===== config.mk =====
export PLATFORM = sky130hd
export DESIGN_NAME = azadi_prog_loader_flat
export DESIGN_NICKNAME = d
export VERILOG_FILES = /design/src/rtl/azadi_loader_pkg.sv /design/src/rtl/azadi_prog_loader_if.sv /design/src/rtl/azadi_uart_rx_byte.sv /design/src/rtl/azadi_prog_loader.sv /design/src/flat_wrapper.sv
export SDC_FILE = /design/constraint.sdc
export NUM_CORES = 1
export LEC_CHECK = 0
export CORE_MARGIN = 2
export CORE_UTILIZATION = 25
export DETAILED_ROUTE_END_ITERATION = 8
export GPL_ROUTABILITY_DRIVEN = 0
export GPL_TIMING_DRIVEN = 0
export PLACE_DENSITY = 0.41
export SYNTH_ARGS = -nofsm -noshare
export SYNTH_HDL_FRONTEND = slang
export SYNTH_SLANG_ARGS = --single-unit

===== constraint.sdc =====
create_clock -name wb_clk_i -period 3.39 [get_ports wb_clk_i]
set_input_delay 0.8475 -clock wb_clk_i [delete_from_list [all_inputs] [get_ports wb_clk_i]]
set_output_delay 0.8475 -clock wb_clk_i [all_outputs]
set_load 0.005 [all_outputs]

===== src/rtl/azadi_loader_pkg.sv =====
// Shared types and constants for the boot-programming loader.
package azadi_loader_pkg;

    localparam int BYTES_PER_WORD = 4;
    localparam int UART_DATA_BITS = 8;

    typedef enum logic [1:0] {RX_IDLE, RX_START, RX_DATA, RX_STOP} rx_state_e;
    typedef enum logic [1:0] {L_IDLE, L_LOAD, L_WRITE, L_DONE} ld_state_e;

endpackage


===== src/rtl/azadi_prog_loader_if.sv =====
// Instruction-memory write port: request/grant handshake with address and data.
interface azadi_prog_loader_if #(
    parameter int ADDR_W = 12
) ();
    logic              mem_req_o;
    logic              mem_we_o;
    logic [ADDR_W-1:0] mem_addr_o;
    logic [31:0]       mem_wdata_o;
    logic              mem_gnt_i;

    modport master (output mem_req_o, mem_we_o, mem_addr_o, mem_wdata_o, input mem_gnt_i);
    modport slave  (input mem_req_o, mem_we_o, mem_addr_o, mem_wdata_o, output mem_gnt_i);
endinterface


===== src/rtl/azadi_uart_rx_byte.sv =====
// UART 8N1 receiver on an already-synchronised line; one-cycle byte valid and frame-error pulses.
module azadi_uart_rx_byte
    import azadi_loader_pkg::*;
(
    input  logic        clk,
    input  logic        rst,
    input  logic        rx_i,
    input  logic [15:0] clks_per_bit_i,
    output logic [7:0]  byte_o,
    output logic        valid_o,
    output logic        frame_err_o
);

    rx_state_e   state_q, state_d;
    logic [15:0] cnt_q, cnt_d;
    logic [2:0]  bit_q, bit_d;
    logic [7:0]  shift_q, shift_d;
    logic        valid_q, valid_d;
    logic        ferr_q, ferr_d;
    logic [15:0] half_cyc;

    assign half_cyc = clks_per_bit_i >> 1;

    always_comb begin
        state_d = state_q;
        cnt_d   = cnt_q + 16'd1;
        bit_d   = bit_q;
        shift_d = shift_q;
        valid_d = 1'b0;
        ferr_d  = 1'b0;
        unique case (state_q)
            RX_IDLE: begin
                cnt_d = '0;
                if (!rx_i) state_d = RX_START;
            end
            RX_START: begin
                // Re-check mid start bit so a short low glitch is ignored.
                if (cnt_q == half_cyc - 16'd1) begin
                    cnt_d   = '0;
                    bit_d   = '0;
                    state_d = rx_i ? RX_IDLE : RX_DATA;
                end
            end
            RX_DATA: begin
                if (cnt_q == clks_per_bit_i - 16'd1) begin
                    cnt_d   = '0;
                    shift_d = {rx_i, shift_q[7:1]};
                    bit_d   = bit_q + 3'd1;
                    if (bit_q == 3'(UART_DATA_BITS - 1)) state_d = RX_STOP;
                end
            end
            RX_STOP: begin
                if (cnt_q == clks_per_bit_i - 16'd1) begin
                    cnt_d   = '0;
                    state_d = RX_IDLE;
                    valid_d = rx_i;
                    ferr_d  = !rx_i;
                end
            end
            default: state_d = RX_IDLE;
        endcase
        if (clks_per_bit_i < 16'd2) begin
            state_d = RX_IDLE;
            cnt_d   = '0;
            valid_d = 1'b0;
            ferr_d  = 1'b0;
        end
    end

    always_ff @(posedge clk) begin
        if (rst) begin
            state_q <= RX_IDLE;
            cnt_q   <= '0;
            bit_q   <= '0;
            shift_q <= '0;
            valid_q <= 1'b0;
            ferr_q  <= 1'b0;
        end else begin
            state_q <= state_d;
            cnt_q   <= cnt_d;
            bit_q   <= bit_d;
            shift_q <= shift_d;
            valid_q <= valid_d;
            ferr_q  <= ferr_d;
        end
    end

    assign byte_o      = shift_q;
    assign valid_o     = valid_q;
    assign frame_err_o = ferr_q;

endmodule


===== src/rtl/azadi_prog_loader.sv =====
// Boot loader: debounced prog button opens a load window, UART bytes are packed
// little-endian into words and written to instruction memory while the core is held in reset.
module azadi_prog_loader
    import azadi_loader_pkg::*;
#(
    parameter int ADDR_W       = 12,
    parameter int DEBOUNCE_CYC = 1000,
    parameter int SYNC_STAGES  = 2
) (
    input  logic                 wb_clk_i,
    input  logic                 wb_rst_i,
    input  logic                 prog_i,
    input  logic                 uart_rx_i,
    input  logic [15:0]          clks_per_bit_i,
    azadi_prog_loader_if.master  mem,
    output logic                 core_rst_o,
    output logic                 load_done_o,
    output logic                 err_o
);

    localparam int CNT_W = $clog2(BYTES_PER_WORD + 1);

    logic [SYNC_STAGES-1:0] prog_sync_q, prog_sync_d, rx_sync_q, rx_sync_d;
    logic                   prog_s, rx_s;

    always_comb begin
        prog_sync_d    = prog_sync_q;
        rx_sync_d      = rx_sync_q;
        prog_sync_d[0] = prog_i;
        rx_sync_d[0]   = uart_rx_i;
        for (int i = 1; i < SYNC_STAGES; i++) begin
            prog_sync_d[i] = prog_sync_q[i-1];
            rx_sync_d[i]   = rx_sync_q[i-1];
        end
    end

    assign prog_s = prog_sync_q[SYNC_STAGES-1];
    assign rx_s   = rx_sync_q[SYNC_STAGES-1];

    logic [15:0] db_cnt_q, db_cnt_d;
    logic        prog_db_q, prog_db_d;
    logic        db_flip, db_rise, db_fall;

    always_comb begin
        db_flip   = 1'b0;
        db_cnt_d  = '0;
        prog_db_d = prog_db_q;
        if (prog_s != prog_db_q) begin
            if (db_cnt_q == 16'(DEBOUNCE_CYC - 1)) begin
                db_flip   = 1'b1;
                prog_db_d = prog_s;
            end else begin
                db_cnt_d = db_cnt_q + 16'd1;
            end
        end
    end

    assign db_rise = db_flip &  prog_s;
    assign db_fall = db_flip & ~prog_s;

    logic [7:0] rx_byte;
    logic       rx_valid, rx_ferr;

    azadi_uart_rx_byte u_rx (
        .clk            (wb_clk_i),
        .rst            (wb_rst_i),
        .rx_i           (rx_s),
        .clks_per_bit_i (clks_per_bit_i),
        .byte_o         (rx_byte),
        .valid_o        (rx_valid),
        .frame_err_o    (rx_ferr)
    );

    logic [7:0] hold_q, hold_d;
    logic       hold_vld_q, hold_vld_d;
    logic       consume, overrun;

    always_comb begin
        hold_d     = hold_q;
        hold_vld_d = hold_vld_q & ~consume;
        overrun    = 1'b0;
        if (rx_valid) begin
            if (hold_vld_q) begin
                overrun = 1'b1;
            end else begin
                hold_d     = rx_byte;
                hold_vld_d = 1'b1;
            end
        end
    end

    ld_state_e         state_q, state_d;
    logic [ADDR_W-1:0] addr_q, addr_d;
    logic [31:0]       wdata_q, wdata_d;
    logic [CNT_W-1:0]  byte_cnt_q, byte_cnt_d;
    logic              req_q, req_d;
    logic              core_rst_q, core_rst_d;
    logic              stop_pend_q, stop_pend_d;
    logic              err_q, err_d;

    always_comb begin
        state_d     = state_q;
        addr_d      = addr_q;
        wdata_d     = wdata_q;
        byte_cnt_d  = byte_cnt_q;
        req_d       = req_q;
        core_rst_d  = core_rst_q;
        stop_pend_d = stop_pend_q;
        err_d       = err_q;
        consume     = 1'b0;
        unique case (state_q)
            L_IDLE: begin
                consume = hold_vld_q;
                if (db_rise) begin
                    state_d     = L_LOAD;
                    addr_d      = '0;
                    byte_cnt_d  = '0;
                    core_rst_d  = 1'b1;
                    stop_pend_d = 1'b0;
                    err_d       = 1'b0;
                end
            end
            L_LOAD: begin
                if (db_fall) begin
                    state_d = L_DONE;
                    if (byte_cnt_q != '0) err_d = 1'b1;
                end else if (hold_vld_q) begin
                    consume = 1'b1;
                    wdata_d[{byte_cnt_q[1:0], 3'b000} +: 8] = hold_q;
                    byte_cnt_d = byte_cnt_q + 1'b1;
                    if (byte_cnt_q == CNT_W'(BYTES_PER_WORD - 1)) begin
                        state_d = L_WRITE;
                        req_d   = 1'b1;
                    end
                end
            end
            L_WRITE: begin
                // A release during the write is remembered until the grant lands.
                if (db_fall) stop_pend_d = 1'b1;
                if (mem.mem_gnt_i) begin
                    req_d       = 1'b0;
                    addr_d      = addr_q + 1'b1;
                    byte_cnt_d  = '0;
                    stop_pend_d = 1'b0;
                    if (addr_q == '1) err_d = 1'b1;
                    state_d = (stop_pend_q | db_fall) ? L_DONE : L_LOAD;
                end
            end
            L_DONE: begin
                consume    = hold_vld_q;
                core_rst_d = 1'b0;
                state_d    = L_IDLE;
            end
            default: state_d = L_IDLE;
        endcase
        if (rx_ferr | overrun) err_d = 1'b1;
    end

    always_ff @(posedge wb_clk_i) begin
        if (wb_rst_i) begin
            prog_sync_q <= '0;
            rx_sync_q   <= '1;
            db_cnt_q    <= '0;
            prog_db_q   <= 1'b0;
            hold_q      <= '0;
            hold_vld_q  <= 1'b0;
            state_q     <= L_IDLE;
            addr_q      <= '0;
            wdata_q     <= '0;
            byte_cnt_q  <= '0;
            req_q       <= 1'b0;
            core_rst_q  <= 1'b0;
            stop_pend_q <= 1'b0;
            err_q       <= 1'b0;
        end else begin
            prog_sync_q <= prog_sync_d;
            rx_sync_q   <= rx_sync_d;
            db_cnt_q    <= db_cnt_d;
            prog_db_q   <= prog_db_d;
            hold_q      <= hold_d;
            hold_vld_q  <= hold_vld_d;
            state_q     <= state_d;
            addr_q      <= addr_d;
            wdata_q     <= wdata_d;
            byte_cnt_q  <= byte_cnt_d;
            req_q       <= req_d;
            core_rst_q  <= core_rst_d;
            stop_pend_q <= stop_pend_d;
            err_q       <= err_d;
        end
    end

    assign mem.mem_req_o   = req_q;
    assign mem.mem_we_o    = req_q;
    assign mem.mem_addr_o  = addr_q;
    assign mem.mem_wdata_o = wdata_q;
    assign core_rst_o      = core_rst_q;
    assign load_done_o     = (state_q == L_DONE);
    assign err_o           = err_q;

endmodule


===== src/flat_wrapper.sv =====
// flat-port wrapper written by rule: the top's interface ports become plain ports
module azadi_prog_loader_flat import azadi_loader_pkg::*;
#(
    parameter int ADDR_W       = 12,
    parameter int DEBOUNCE_CYC = 1000,
    parameter int SYNC_STAGES  = 2
)
  (wb_clk_i, wb_rst_i, prog_i, uart_rx_i, clks_per_bit_i, core_rst_o, load_done_o, err_o, mem_mem_req_o, mem_mem_we_o, mem_mem_addr_o, mem_mem_wdata_o, mem_mem_gnt_i);
  azadi_prog_loader_if #(.ADDR_W(ADDR_W)) mem_i ();
  input  logic wb_clk_i;
  input  logic wb_rst_i;
  input  logic prog_i;
  input  logic uart_rx_i;
  input  logic [15:0] clks_per_bit_i;
  output logic core_rst_o;
  output logic load_done_o;
  output logic err_o;
  output wire logic [$bits(mem_i.mem_req_o)-1:0] mem_mem_req_o;
  output wire logic [$bits(mem_i.mem_we_o)-1:0] mem_mem_we_o;
  output wire logic [$bits(mem_i.mem_addr_o)-1:0] mem_mem_addr_o;
  output wire logic [$bits(mem_i.mem_wdata_o)-1:0] mem_mem_wdata_o;
  input wire logic [$bits(mem_i.mem_gnt_i)-1:0] mem_mem_gnt_i;
  assign mem_mem_req_o = mem_i.mem_req_o;
  assign mem_mem_we_o = mem_i.mem_we_o;
  assign mem_mem_addr_o = mem_i.mem_addr_o;
  assign mem_mem_wdata_o = mem_i.mem_wdata_o;
  assign mem_i.mem_gnt_i = mem_mem_gnt_i;
  azadi_prog_loader #(.ADDR_W(ADDR_W), .DEBOUNCE_CYC(DEBOUNCE_CYC), .SYNC_STAGES(SYNC_STAGES)) u_core (.wb_clk_i(wb_clk_i), .wb_rst_i(wb_rst_i), .prog_i(prog_i), .uart_rx_i(uart_rx_i), .clks_per_bit_i(clks_per_bit_i), .mem(mem_i), .core_rst_o(core_rst_o), .load_done_o(load_done_o), .err_o(err_o));
endmodule

Word-level counts from Yosys, hierarchy flattened
Index checks and enable logic that the tools add are counted.

Bits in registers: 114. Latch bits: 0. Memory bits (writable): 0. Bits in read-only memories: 0. Input port bits: 21. Output and inout port bits: 49. Logic and storage cells: 156. Memories: 0.

Add/sub/neg operators: 8. Multiply operators: 0. Div/mod/pow operators: 0. $lt $le $gt $ge: 1. Equality and inequality tests: 31. Shift operators: 2. Multiplexer cells: 54. Bitwise operators: 12. Reduce and logical (&&, ||, !) cells: 28.

Operator list (number): case mux 16 bit (3 select lines) (1); adder 16 x 1 -> 16 bit, second input constant (2); bitwise mux 32 bit (1); equality test 16 bit (2); two-way mux 16 bit (2); variable shift 8 x 7 -> 32 bit, first input constant (1); variable part select 8 x 7 -> 32 bit (1); two-way mux 12 bit (2); two-way mux 2 bit (12); case mux 12 bit (2 select lines) (1); two-way mux 1 bit (20); two-way mux 3 bit (6); inequality test 3 x 1 -> 1 bit, second input constant (6); equality test 16 x 10 -> 1 bit, second input constant (1); less-than comparator 16 x 2 -> 1 bit, second input constant (1); case mux 2 bit (4 select lines) (2); subtractor 15 x 1 -> 16 bit, second input constant (1); subtractor 16 x 1 -> 16 bit, second input constant (1); AND reduction 5 bit (3); inequality test 2 bit, second input constant (7); adder 12 x 1 -> 12 bit, second input constant (1); equality test 12 bit, second input constant (1); AND reduction 3 bit (4); case mux 3 bit (3 select lines) (1); 26 further kinds (56).

Depth between registers and ports, before layout
Word-level depth: 10. Depth in mapped cells: 12. Mapped depth without buffers: 9.

Cells and area by module
A second synthesis with hierarchy kept.

Cell total of the unflattened synthesis: 747. Area total of the unflattened synthesis: 6409.9 sq um.

By module, submodules not included: azadi_prog_loader (instances 1, cells each 422, area each 3782.4 sq um, seq. area each 1661.6 sq um); azadi_uart_rx_byte (instances 1, cells each 325, area each 2627.5 sq um, seq. area each 620.6 sq um).

Least setup slack after synthesis
OpenSTA, ideal clock, no wires.

Path type: input -> register. Start: input clks_per_bit_i[2]. End: register u_core.u_rx.cnt_q[12]. Library setup time: 122 ps. Data arrival time: 3430 ps. Required time: 3268 ps. Path slack: -162 ps. Stages on the path: 12. Path buffers: 3. Cell sequence: clkbuf_1 inv_1 ha_1 nor2b_1 buf_2 a311oi_1 a31oi_1 or4_4 or4_4 nand2_1 buf_2 a21oi_1.

Cells in the longest elaborated chain, start to end: 4. Elaborated cells on any way between the ends: 9. Those cells by class: add/sub: 2; order compare: 1; eq/ne: 2; mux: 3; reduce/logical: 1.

RTL lines: start, declared (line flat_wrapper.sv:14) `input logic [15:0] clks_per_bit_i;`; subtractor 16 x 1 -> 16 bit or subtractor 15 x 1 -> 16 bit (tied branches) (line azadi_uart_rx_byte.sv:45, azadi_uart_rx_byte.sv:53, azadi_uart_rx_byte.sv:38); equality test 16 bit, on equally long branches (line azadi_uart_rx_byte.sv:45, azadi_uart_rx_byte.sv:53, azadi_uart_rx_byte.sv:38); two-way mux 16 bit, on equally long branches (line azadi_uart_rx_byte.sv:45, azadi_uart_rx_byte.sv:53, azadi_uart_rx_byte.sv:38); case mux 16 bit (3 select lines) (line azadi_uart_rx_byte.sv:31) `unique case (state_q)`; end signal, assigned (line azadi_uart_rx_byte.sv:80) `cnt_q <= cnt_d;`; end, declared (line azadi_uart_rx_byte.sv:15) `logic [15:0] cnt_q, cnt_d;`.

Several ways; a longest one is shown, not always the timed one. A chain may end at the register's enable or synchronous reset.

Final worst setup path
Start: input clks_per_bit_i[2]. End: register u_core.u_rx.bit_q[0].

Cells in the longest elaborated chain, start to end: 4. Elaborated cells on any way between the ends: 7. Those cells by class: add/sub: 2; eq/ne: 4; reduce/logical: 1.

RTL lines: subtractor 16 x 1 -> 16 bit or subtractor 15 x 1 -> 16 bit (tied branches) (line azadi_uart_rx_byte.sv:45, azadi_uart_rx_byte.sv:38); equality test 16 bit, on equally long branches (line azadi_uart_rx_byte.sv:45, azadi_uart_rx_byte.sv:38); inequality test 2 bit (no source line); AND reduction 3 bit (no source line) *; end signal, assigned (line azadi_uart_rx_byte.sv:81) `bit_q <= bit_d;`; end, declared (line azadi_uart_rx_byte.sv:16) `logic [2:0] bit_q, bit_d;`.

Every way passes the cells marked *; elsewhere a longest branch is shown, timed or not.

==> run summary <==
Required @ worst endpoint - 3.74 ns
Antenna diodes - 0
Worst Skew - 0.0141 ns
core footprint - 24,100 um^2
Initial DRT Pass Iterations - 5
largest family of logic cells by synthesized area - simple AND/OR/NAND/NOR gates
Main synth FF type - dfxtp_1
CTS root buf - clkbuf_16
Die Span X - 160 um
multiplexer area fraction after synthesis - 0.00842
Syn. warnings - 0
reg-to-reg setup timing slack - 0.50 ns
Avg Cell Area, Syn - 7.98 um^2
IO Port Bufs - 61
Setup crit start kind - primary input
Comb pwr share - 0.083
max-slew violations - 0
largest net degree at the start of global routing - 17
WL/cell - 14.7 um
vias in the first global route - 5,271
num rows - 57
initial antenna violation count - 0
1st-iter DRT viols - 248
Worst-Margin Slew - 0.923 ns
Mapped Cells - 763
critical path depth - 11
cells along the critical path - clkbuf_4 > inv_1 > ha_4 > nor2b_1 > clkbuf_4 > a311oi_2 > a31oi_1 > or4_4 > or4_4 > or3_1 > a21oi_1
Mapped Area - 6090 um^2
DP HPWL - 12.7 mm
count of cell types in the netlist - 64
Hold Path Class - reg -> reg
Final min period - 3.25 ns
Setup crit end kind - flop
register area - 2280 um^2
via count - 5,541
Rel. slew slack - 0.383
Synth Area in Simple Gates - 0.288
Post-Place Cells - 1,148
Critical Path Slowest Stage Cell - or4_4
vias per cell - 4.68
CTS max path bufs - 2
xor/xnor share of the synthesized area - 0.0949
nets - 886
Ports - 70
CTS tree - built
CTS buffer count - 17
first-pass GRT wire length - 28.1 mm
Post-Layout Cell Count - 1,184
sequential cell area fraction in the yosys report - 0.375
maximum clock rate - 308 MHz
H-tree Lvls - 4
Final period util - 0.959
Synth Area in Compound Gates - 0.151
P_leak - 0.00255 uW
multi-input logic area - 3610 um^2
CP bufs+invs - 3
share of cells above drive strength 1 - 0.0953
hold path cells - 1
RSZ-0062 raised after global routing - false
clock share of power - 0.530
final setup vio count - 0
IR drop worst, VDD - 278 uV
DIE AREA - 25,600 um^2
slowest cell delay on critical path - 0.58 ns
setup_tns - 0 ns
hold_buf cts - 0
Hold Fails Final Rpt - 0
starting density of the core - 0.253
filler instances - 2,677
syn nets - 802
area delta synth->final - 29.0%
grt ovf - 0
TritonCTS Sinks - 114
maxcap violations - 0
Sequential Power Share - 0.387
Pint - 2630 uW
delay-heaviest family, CP - simple AND/OR/NAND/NOR gates
DRT Wirelength - 17.4 mm
worst-skew pair later-pin latency - 0.42 ns
switching share of power - 0.253
GRT Total Usage - 0.136
Register-to-Register Path Depth - 8
Die Ht - 160 um
EDFF count, synth - 0
CTS clk-pin slew, worst paths - 0.05 ns
ys async rst share - 0
switching power - 887 uW
power density cells - 447 nW/um^2
outcome - completed
# DRC - 0
Arrival @ worst endpoint - 3.60 ns
post-route ant nets - 0
synthesized flop and latch total - 114
adder-cell share of the synthesized area - 0.0370
crit-path max FO - 9
CP Class - in -> reg
[flip-flops by register name (all words and copies together), names as in the netlist, named ones only]
signal	cells
u_core.byte_cnt_q	3
u_core.mem.mem_req_o	1
u_core.mem.mem_wdata_o	32
u_core.hold_vld_q	1
u_core.u_rx.state_q	1
u_core.u_rx.valid_o	1
u_core.core_rst_o	1
u_core.u_rx.bit_q	3
u_core.mem.mem_addr_o	12
u_core.rx_sync_q	2
u_core.stop_pend_q	1
u_core.u_rx.byte_o	8
u_core.prog_sync_q	2
u_core.hold_q	8
u_core.u_rx.cnt_q	16
u_core.u_rx.frame_err_o	1
u_core.state_q	2
u_core.db_cnt_q	16
u_core.err_o	1
u_core.prog_db_q	1
[logic make-up (layout without fill, tap and decap cells)]
family | after synthesis | after routing
XOR/XNOR | 66 | 66
adder cells (fa/ha/maj) | 18 | 18
buffers and inverters | 67 | 164
flip-flops | 114 | 114
AO/OA/AOI/OAI | 156 | 156
AND/OR/NAND/NOR | 337 | 337
multiplexers | 5 | 5
[routing by layer]
| layer | track usage | vias up | share of wire | wire [um] |
|---|---|---|---|---|
| li1 | - | 2871 | - | - |
| met1 | 0.179 | 2575 | 0.50 | 8710 |
| met2 | 0.221 | 75 | 0.46 | 7940 |
| met3 | 0.0317 | 20 | 0.032 | 552 |
| met4 | 0.0426 | 0 | 0.013 | 225 |
| met5 | 0 | - | 0 | 0 |
[layout make-up]
| class | count | share of cell area |
|---|---|---|
| Multi-Input combinational cell | 582 | 0.460 |
| Sequential cell | 114 | 0.291 |
| Timing Repair Buffer | 65 | 0.0811 |
| Clock buffer | 17 | 0.0542 |
| Tap cell | 324 | 0.0516 |
| Buffer | 48 | 0.0307 |
| Clock inverter | 15 | 0.0229 |
| Inverter | 19 | 0.00908 |
[power by group through the flow]
stage / logic (uW) / registers (uW) / clock network [uW]
after global placement: 283 / 1390 / 0
after floorplan: 186 / 1390 / 0
after CTS: 288 / 1360 / 1910
after global routing: 320 / 1360 / 1970
after detailed placement: 280 / 1390 / 0
final: 291 / 1360 / 1860
[metrics by stage]
stage / worst slack [ns] / hold WS (ns) / cell area (um^2) / total power (uW) / util
after floorplan: 0.0146 / 0.389 / 6100 / 1570 / -
after global placement: -0.983 / 0.405 / 7110 / 1670 / 0.295
after detailed placement: -0.945 / 0.399 / 7110 / 1670 / 0.295
after CTS: 0.000880 / 0.419 / 7800 / 3550 / 0.324
after global routing: 0.0323 / 0.425 / 7850 / 3650 / 0.326
final: 0.139 / 0.417 / 7850 / 3510 / 0.326
[layout by cell type (no fill, tap or decap), types with 4 or more instances in the layout]
cell,synthesis,layout
clkbuf_16,0,17
buf_4,2,6
nor2b_1,7,6
nor2_1,53,52
nor4_1,7,7
nand4_1,17,17
xnor2_1,38,38
nand2b_1,8,8
or3_1,11,11
and4_1,8,8
or2_2,6,6
and3_1,12,12
o21ai_0,25,17
nand2_1,99,98
clkbuf_1,34,32
xor2_1,28,28
a21oi_1,91,91
dfxtp_1,114,114
nor3_1,10,9
dlygate4sd2_1,0,4
ha_1,18,16
buf_2,9,5
a31oi_1,5,5
inv_1,19,17
nor3b_1,6,6
or4_4,4,5
mux2i_1,4,4
buf_6,1,6
inv_6,0,4
nand3_1,66,66
nand4b_1,5,5
o21ai_1,1,8
a211oi_1,4,4
clkdlybuf4s50_1,0,55
[cells in the mapped netlist (3+ instances only)]
master / n / area share
a31oi_1: 5 / 0.0051
a21oi_1: 91 / 0.075
nor4_1: 7 / 0.0072
xor2_1: 28 / 0.040
and4_1: 8 / 0.012
mux2i_1: 4 / 0.0066
nand4b_1: 5 / 0.0072
nand2b_1: 8 / 0.0082
nor3b_1: 6 / 0.0074
nor3_1: 10 / 0.0082
nand3_1: 66 / 0.054
nand2_1: 99 / 0.061
o21bai_1: 3 / 0.0037
o211ai_1: 3 / 0.0037
o21ai_0: 25 / 0.021
or3_1: 11 / 0.011
dfxtp_1: 114 / 0.37
a211oi_1: 4 / 0.0049
clkbuf_1: 34 / 0.021
or4_4: 4 / 0.0074
ha_1: 18 / 0.037
and3_1: 12 / 0.012
buf_2: 9 / 0.0074
nand4_1: 17 / 0.017
and2_1: 3 / 0.0031
nor2b_1: 7 / 0.0072
a311oi_1: 3 / 0.0043
xnor2_1: 38 / 0.055
inv_1: 19 / 0.012
or2_2: 6 / 0.0062
nor2_1: 53 / 0.033
[timing repair]
action	in CTS	in global routing
setup buffers	1	3
pin swaps	3	1
resized for setup	26	22
setup endpoints to repair	29	22
[final timing paths]
check	from	endpoint
worst min-delay path	u_core.rx_sync_q[0]$_SDFF_PP1_	u_core.rx_sync_q[1]$_SDFF_PP1_
worst max register to register	u_core.db_cnt_q[0]$_SDFF_PP0_	u_core.mem.mem_addr_o[10]$_SDFFE_PP0P_
worst max-delay path	clks_per_bit_i[2]	u_core.u_rx.bit_q[0]$_SDFFE_PP0P_
worst min register to register	u_core.rx_sync_q[0]$_SDFF_PP1_	u_core.rx_sync_q[1]$_SDFF_PP1_
Power figures use the tool's default switching activity.
